**src/rtl/brightness_pkg.sv**
```systemverilog
// Shared types and helpers for the pushbutton-driven brightness controller.
// Commands, FSM states, level limits and the saturating step function.
package brightness_pkg;

    typedef enum logic [2:0] {
        NONE,
        UP,
        DOWN,
        PRESET_MAX,
        PRESET_ZERO
    } cmd_e;

    typedef enum logic [1:0] {
        IDLE,
        HELD,
        REPEAT
    } state_e;

    localparam logic [7:0] BRIGHT_MAX = 8'd255;
    localparam logic [7:0] BRIGHT_MIN = 8'd0;

    localparam int NUM_KEYS = 4;
    localparam int KEY_UP   = 3;
    localparam int KEY_DOWN = 2;
    localparam int KEY_MAX  = 1;
    localparam int KEY_ZERO = 0;

    // Widen to 9 bits so over/underflow shows up in bit 8 and can saturate.
    function automatic logic [7:0] apply_cmd(input cmd_e cmd, input logic [7:0] cur,
                                             input logic [7:0] step);
        logic [8:0] wide;
        wide      = 9'd0;
        apply_cmd = cur;
        case (cmd)
            UP: begin
                wide      = {1'b0, cur} + {1'b0, step};
                apply_cmd = wide[8] ? BRIGHT_MAX : wide[7:0];
            end
            DOWN: begin
                wide      = {1'b0, cur} - {1'b0, step};
                apply_cmd = wide[8] ? BRIGHT_MIN : wide[7:0];
            end
            PRESET_MAX:  apply_cmd = BRIGHT_MAX;
            PRESET_ZERO: apply_cmd = BRIGHT_MIN;
            default:     apply_cmd = cur;
        endcase
    endfunction

endpackage

```
**src/rtl/brightness_key_debounce.sv**
```systemverilog
// One pushbutton: 2-flop synchroniser followed by a tick-sampled debouncer.
// The stable level only moves after DEBOUNCE_TICKS matching samples of a candidate.
module key_debounce
    import brightness_pkg::*;
#(
    parameter int DEBOUNCE_TICKS = 20
) (
    input  logic clock,
    input  logic reset,
    input  logic tick,
    input  logic key_raw,
    output logic stable
);

    localparam int CW = $clog2(DEBOUNCE_TICKS + 1);

    logic [1:0]    sync;
    logic          candidate;
    logic [CW-1:0] count;

    always_ff @(posedge clock) begin
        if (reset) begin
            sync      <= 2'b11;
            candidate <= 1'b1;
            count     <= '0;
            stable    <= 1'b1;
        end else begin
            sync <= {sync[0], key_raw};
            if (tick) begin
                if (sync[1] == candidate) begin
                    // Count saturates so a long-held level never wraps back.
                    if (count < CW'(DEBOUNCE_TICKS))
                        count <= count + 1'b1;
                    if (count >= CW'(DEBOUNCE_TICKS - 1))
                        stable <= candidate;
                end else begin
                    candidate <= sync[1];
                    count     <= '0;
                end
            end
        end
    end

endmodule

```
**src/rtl/brightness_ctrl.sv**
```systemverilog
// LED brightness sequencer: debounced keys, fixed-priority arbitration and a
// press/hold/auto-repeat FSM driving a saturating 8-bit brightness register.
module brightness_ctrl
    import brightness_pkg::*;
#(
    parameter int TICK_DIV           = 50000,
    parameter int DEBOUNCE_TICKS     = 20,
    parameter int REPEAT_DELAY_TICKS = 500,
    parameter int REPEAT_RATE_TICKS  = 50,
    parameter int STEP               = 1
) (
    input  logic       clock,
    input  logic       reset,
    input  logic [3:0] key,
    output logic [7:0] brightness,
    output logic       changed,
    output logic       at_limit
);

    localparam int TW = (TICK_DIV > 1) ? $clog2(TICK_DIV) : 1;
    localparam int HMAX = (REPEAT_DELAY_TICKS > REPEAT_RATE_TICKS) ? REPEAT_DELAY_TICKS
                                                                   : REPEAT_RATE_TICKS;
    localparam int HW = $clog2(HMAX + 1);
    localparam logic [7:0] STEP_V = 8'(STEP);

    logic [TW-1:0]         tick_cnt;
    logic                  tick;
    logic [NUM_KEYS-1:0]   stable;
    logic [NUM_KEYS-1:0]   pressed;
    cmd_e                  cmd;
    cmd_e                  cur_cmd;
    state_e                state;
    logic [HW-1:0]         hold_cnt;
    logic [7:0]            next_val;

    assign tick = (tick_cnt == TW'(TICK_DIV - 1));

    always_ff @(posedge clock) begin
        if (reset)
            tick_cnt <= '0;
        else if (tick)
            tick_cnt <= '0;
        else
            tick_cnt <= tick_cnt + 1'b1;
    end

    for (genvar i = 0; i < NUM_KEYS; i++) begin : g_key
        key_debounce #(
            .DEBOUNCE_TICKS(DEBOUNCE_TICKS)
        ) u_deb (
            .clock  (clock),
            .reset  (reset),
            .tick   (tick),
            .key_raw(key[i]),
            .stable (stable[i])
        );
    end

    assign pressed = ~stable;

    // Presets outrank stepping; opposing step keys cancel each other.
    always_comb begin
        cmd = NONE;
        if (pressed[KEY_MAX])
            cmd = PRESET_MAX;
        else if (pressed[KEY_ZERO])
            cmd = PRESET_ZERO;
        else if (pressed[KEY_UP] && !pressed[KEY_DOWN])
            cmd = UP;
        else if (pressed[KEY_DOWN] && !pressed[KEY_UP])
            cmd = DOWN;
    end

    assign next_val = apply_cmd(cmd, brightness, STEP_V);

    always_ff @(posedge clock) begin
        if (reset) begin
            state      <= IDLE;
            cur_cmd    <= NONE;
            hold_cnt   <= '0;
            brightness <= BRIGHT_MAX;
            changed    <= 1'b0;
        end else begin
            changed <= 1'b0;
            case (state)
                IDLE: begin
                    if (cmd != NONE) begin
                        brightness <= next_val;
                        changed    <= (next_val != brightness);
                        cur_cmd    <= cmd;
                        hold_cnt   <= '0;
                        state      <= HELD;
                    end
                end
                HELD: begin
                    if (cmd != cur_cmd) begin
                        state <= IDLE;
                    end else if (tick) begin
                        if (hold_cnt == HW'(REPEAT_DELAY_TICKS - 1)) begin
                            brightness <= next_val;
                            changed    <= (next_val != brightness);
                            hold_cnt   <= '0;
                            state      <= REPEAT;
                        end else begin
                            hold_cnt <= hold_cnt + 1'b1;
                        end
                    end
                end
                REPEAT: begin
                    if (cmd != cur_cmd) begin
                        state <= IDLE;
                    end else if (tick) begin
                        if (hold_cnt == HW'(REPEAT_RATE_TICKS - 1)) begin
                            brightness <= next_val;
                            changed    <= (next_val != brightness);
                            hold_cnt   <= '0;
                        end else begin
                            hold_cnt <= hold_cnt + 1'b1;
                        end
                    end
                end
                default: state <= IDLE;
            endcase
        end
    end

    assign at_limit = (brightness == BRIGHT_MIN) || (brightness == BRIGHT_MAX);

endmodule

```
**config.mk**
```make
export PLATFORM = sky130hd
export DESIGN_NAME = brightness_ctrl
export DESIGN_NICKNAME = d
export VERILOG_FILES = /design/src/rtl/brightness_pkg.sv /design/src/rtl/brightness_key_debounce.sv /design/src/rtl/brightness_ctrl.sv
export SDC_FILE = /design/constraint.sdc
export NUM_CORES = 1
export LEC_CHECK = 0
export CAP_MARGIN = 20
export CORE_ASPECT_RATIO = 0.9
export CORE_MARGIN = 1
export CORE_UTILIZATION = 40
export CTS_BUF_LIST = sky130_fd_sc_hd__clkbuf_2 sky130_fd_sc_hd__clkbuf_4 sky130_fd_sc_hd__clkbuf_8
export CTS_CLUSTER_SIZE = 12
export DETAILED_ROUTE_END_ITERATION = 12
export GPL_TIMING_DRIVEN = 0
export PLACE_DENSITY_LB_ADDON = 0.05
export SYNTH_ARGS = -nofsm -noshare
export SYNTH_HDL_FRONTEND = slang
export SYNTH_SLANG_ARGS = --single-unit
```
**constraint.sdc**
```tcl
create_clock -name clock -period 3.7 [get_ports clock]
set_input_delay 0.37 -clock clock [delete_from_list [all_inputs] [get_ports clock]]
set_output_delay 0.37 -clock clock [all_outputs]
set_load 0.1 [all_outputs]
```
==> results of run 1 <==
critical path, delay by kind of cell (launching register included):
family,cells,cell delay [ns]
adders and majority gates,1,0.21
and+or+nand+nor,3,0.53
buffers and inverters,3,1.46
DFF,1,0.33
worst min-delay path by stage:
stage / startpoint / to / slack, ns / depth (start not counted)
2_1_floorplan: g_key[0].u_deb.sync[0] / g_key[0].u_deb.sync[1] / 0.39 / 1
3_3_place_gp: g_key[1].u_deb.sync[0] / g_key[1].u_deb.sync[1] / 0.39 / 1
3_5_place_dp: g_key[1].u_deb.sync[0] / g_key[1].u_deb.sync[1] / 0.39 / 1
4_1_cts: g_key[1].u_deb.sync[0] / g_key[1].u_deb.sync[1] / 0.41 / 1
5_1_grt: g_key[1].u_deb.sync[0] / g_key[1].u_deb.sync[1] / 0.42 / 1
6_report: g_key[1].u_deb.sync[0] / g_key[1].u_deb.sync[1] / 0.41 / 1
flip-flops by register name, indices dropped and copies added (netlist names), 2 cells and up:
signal                 count
g_key.u_deb.count         20
hold_cnt                   9
cur_cmd                    3
brightness                 8
state                      2
g_key.u_deb.sync           8
g_key.u_deb.stable         4
tick_cnt                  16
g_key.u_deb.candidate      4
cell type report:
class                   count  area, sq um
plain buffers              24        106.4
clock buffers              10        131.4
clock inverters             6        41.29
fillers                   978         5234
inverters                  13        48.80
multi-input cells         394         2456
flip-flops and latches     75         1501
well taps                 126        157.7
repair buffers             15        150.1
power groups by stage:
stage	combinational, mW	clock [mW]	sequential, mW
after floorplan	0.0243	0	0.836
after global placement	0.0391	0	0.837
after detailed placement	0.0395	0	0.838
after CTS	0.0395	0.595	0.819
after global routing	0.0438	0.625	0.820
final	0.0383	0.570	0.819
per-stage QoR:
step	instances	total power, mW	util [%]
6_report	663	1.427	46.74
5_1_grt	663	1.488	46.74
4_1_cts	663	1.453	46.74
3_5_place_dp	647	0.8773	44.98
3_3_place_gp	647	0.8765	44.98
2_1_floorplan	506	0.8607	-
placed cells by master, fill, tap and decap left out, types with 9 or more instances in the layout:
cell type        synthesis  layout
dfxtp_1                 75      75
nor2_1                  69      69
nand2_1                 35      35
a21oi_1                 31      31
nand3_1                 27      27
xor2_1                  25      25
o21ai_0                 20      20
clkbuf_1                17      17
clkdlybuf4s50_1          0      15
or2_2                   14      14
nor3_1                  14      14
inv_1                   13      13
ha_1                    13      13
xnor2_1                 12      12
nand4_1                 10      10
nand2b_1                 9       9
o21bai_1                 9       9
clkbuf_8                 0       9
metal layers:
metal	vias up	global-route usage, %	share of wire (%)
li1	1856	-	-
met1	1656	25.54	50
met2	61	29.51	45
met3	12	4.806	3.3
met4	0	7.380	1.5
met5	-	0	0
cells by family (layout without fill, tap and decap cells):
family	Yosys count	after routing
flops	75	75
fa+ha+maj	13	13
simple gates	222	222
compound gates	118	118
buf+inv	37	68
xor+xnor	37	37
mux	4	4
==> flow_summary.yaml, run 1 <==
critical_path:
  slowest_delay_ns: 1.12
  critPathLaunchType: "register"
  crit_path_max_fanout: 9
  cp.required_ns: 3.33
  path_class: "register to output port"
  worstPathCellList: "clkbuf_1 -> inv_1 -> ha_1 -> nor3b_1 -> nand2_1 -> nand2_1 -> clkdlybuf4s50_1"
  endpoint_kind: "output port"
  crit_top_cell: "nand2_1"
  crit_path_end: "at_limit"
  timing.rr.start: "brightness[0]"
  r2r-end: "changed"
  r2r_slack_ns: 0.95
  rr_worst_depth: 10
  arrival_ns: 2.89
  crit_slowest_cell: "clkdlybuf4s50_1"
  critical_path.startpoint: "brightness[0]"
sta:
  skew_ns: 0.01224
  setup_ws_ns: 0.4387
  maxSlewViolCount: 0
  worst_slew_margin_rel_pct: 34.59
  finalSetupTns_ns: 0
  hold_ws_ns: 0.4125
  period_share_pct: 88.14
  fin_crit_ns: 3.261
  finalHoldViolCount: 0
  rsz0062_at_grt: "no"
  worst_pin_slew_ns: 0.9781
  fmax_mhz: 306.6
  setup_viol: 0
logic_synthesis:
  synth-compound-area-share_pct: 19.23
  yosysUniqueCellTypes: 64
  synth_edf_count: 0
  synth_area_leader_cell: "dfxtp_1"
  synth_ff_type: "dfxtp_1"
  syn_nets: 525
  syn-cell-area_sq_mm: 0.004113
  syn_avg_cell_area_sq_um: 8.128
  syn-instance-count: 506
  yosys_warnings: 0
  async_reset_ff_share_pct: 0
  muxShareOfSynthArea_pct: 0.9735
  yosys.area_share.simple_pct: 27.68
  synth-adder-area-share_pct: 3.955
  netlist_top_cells_area: "dfxtp_1 37%, nor2_1 6.3%, xor2_1 5.3%, ha_1 4.0%, a21oi_1 3.8%"
  synth_most_common_cell: "dfxtp_1"
  ys_ff_latch: 75
  synth_top_family_by_area: "simple AND/OR/NAND/NOR gates"
  synth_xor_area_share_pct: 7.880
  synthTopCellsByCount: "75 x dfxtp_1, 69 x nor2_1, 35 x nand2_1"
  synth.top_cell.area_share_pct: 36.51
  ys_seq_area_share_pct: 36.51
layout:
  area_growth_pct: 11.68
  stdcell_area_sq_mm: 0.004593
  nets: 551
  final_layout_size_suffix_gt1_share_pct: 8.194
  antenna_cells: 0
power:
  comb_power_share_pct: 2.7
  peakVddDrop_mv: 0.2044
  p_sw_mw: 0.3470
  power_frac_seq_pct: 57.4
  power.internal_mw: 1.080
  power_density_mw_per_mm2: 310.7
  p_leak_nw: 1.754
  pwr-share-clk_pct: 40.0
  p_sw_share_pct: 24.31
drt:
  dr.pass1.iters: 4
  wirelength_mm: 9.438
  ant_nets: 0
  drt-initial-drc-count: 224
  wire_per_inst_microns: 14.24
  drc: 0
  routed-via-count: 3585
  vias_per_cell: 5.407
floorplanning:
  die-width_microns: 108.9
  die_h_microns: 98.20
  coreArea_sq_mm: 0.009827
  start_util_pct: 41.85
  core.rowCount: 34
  io_pins: 16
  dieArea_sq_mm: 0.01069
job:
  max_cap_viol_count: 0
clocking:
  root_buffer: "clkbuf_8"
  clkTransAtPathRegs_ns: 0.08
  cts_tree: "built"
  cts_resized: 0
  clockBufferDepth: 2
  cts_buffers: 9
  cts_setup_buffers: 0
  cts_max_level: 3
  clkLatencyLatePin_ns: 0.36
  postCtsHoldBufs: 0
  cts_num_sinks: 75
hold_path:
  worstHoldPathType: "register to register"
global_route:
  grt_usage_pct: 19.16
  grt_antenna_before_repair: 0
  grt-ovfl-total: 0
  grt_first_pass_wirelength_mm: 16.11
  first_global_vias: 3361
  grt_max_degree: 14
run_status:
  status: "finished clean"
placement:
  io_buffer_count: 15
  post-place-ws_ns: 0.8383
  dp_hpwl_mm: 6.826
  place_area_sq_mm: 0.004420
  gp_congestion: 0.8831
Note: power is estimated with default switching activity, not from simulation.
==> run 2: changes to the inputs <==
CAP_MARGIN = not set   (was 20)
==> results of run 2 <==
No change in the layout: final DEF, timing and power equal those of run 1.
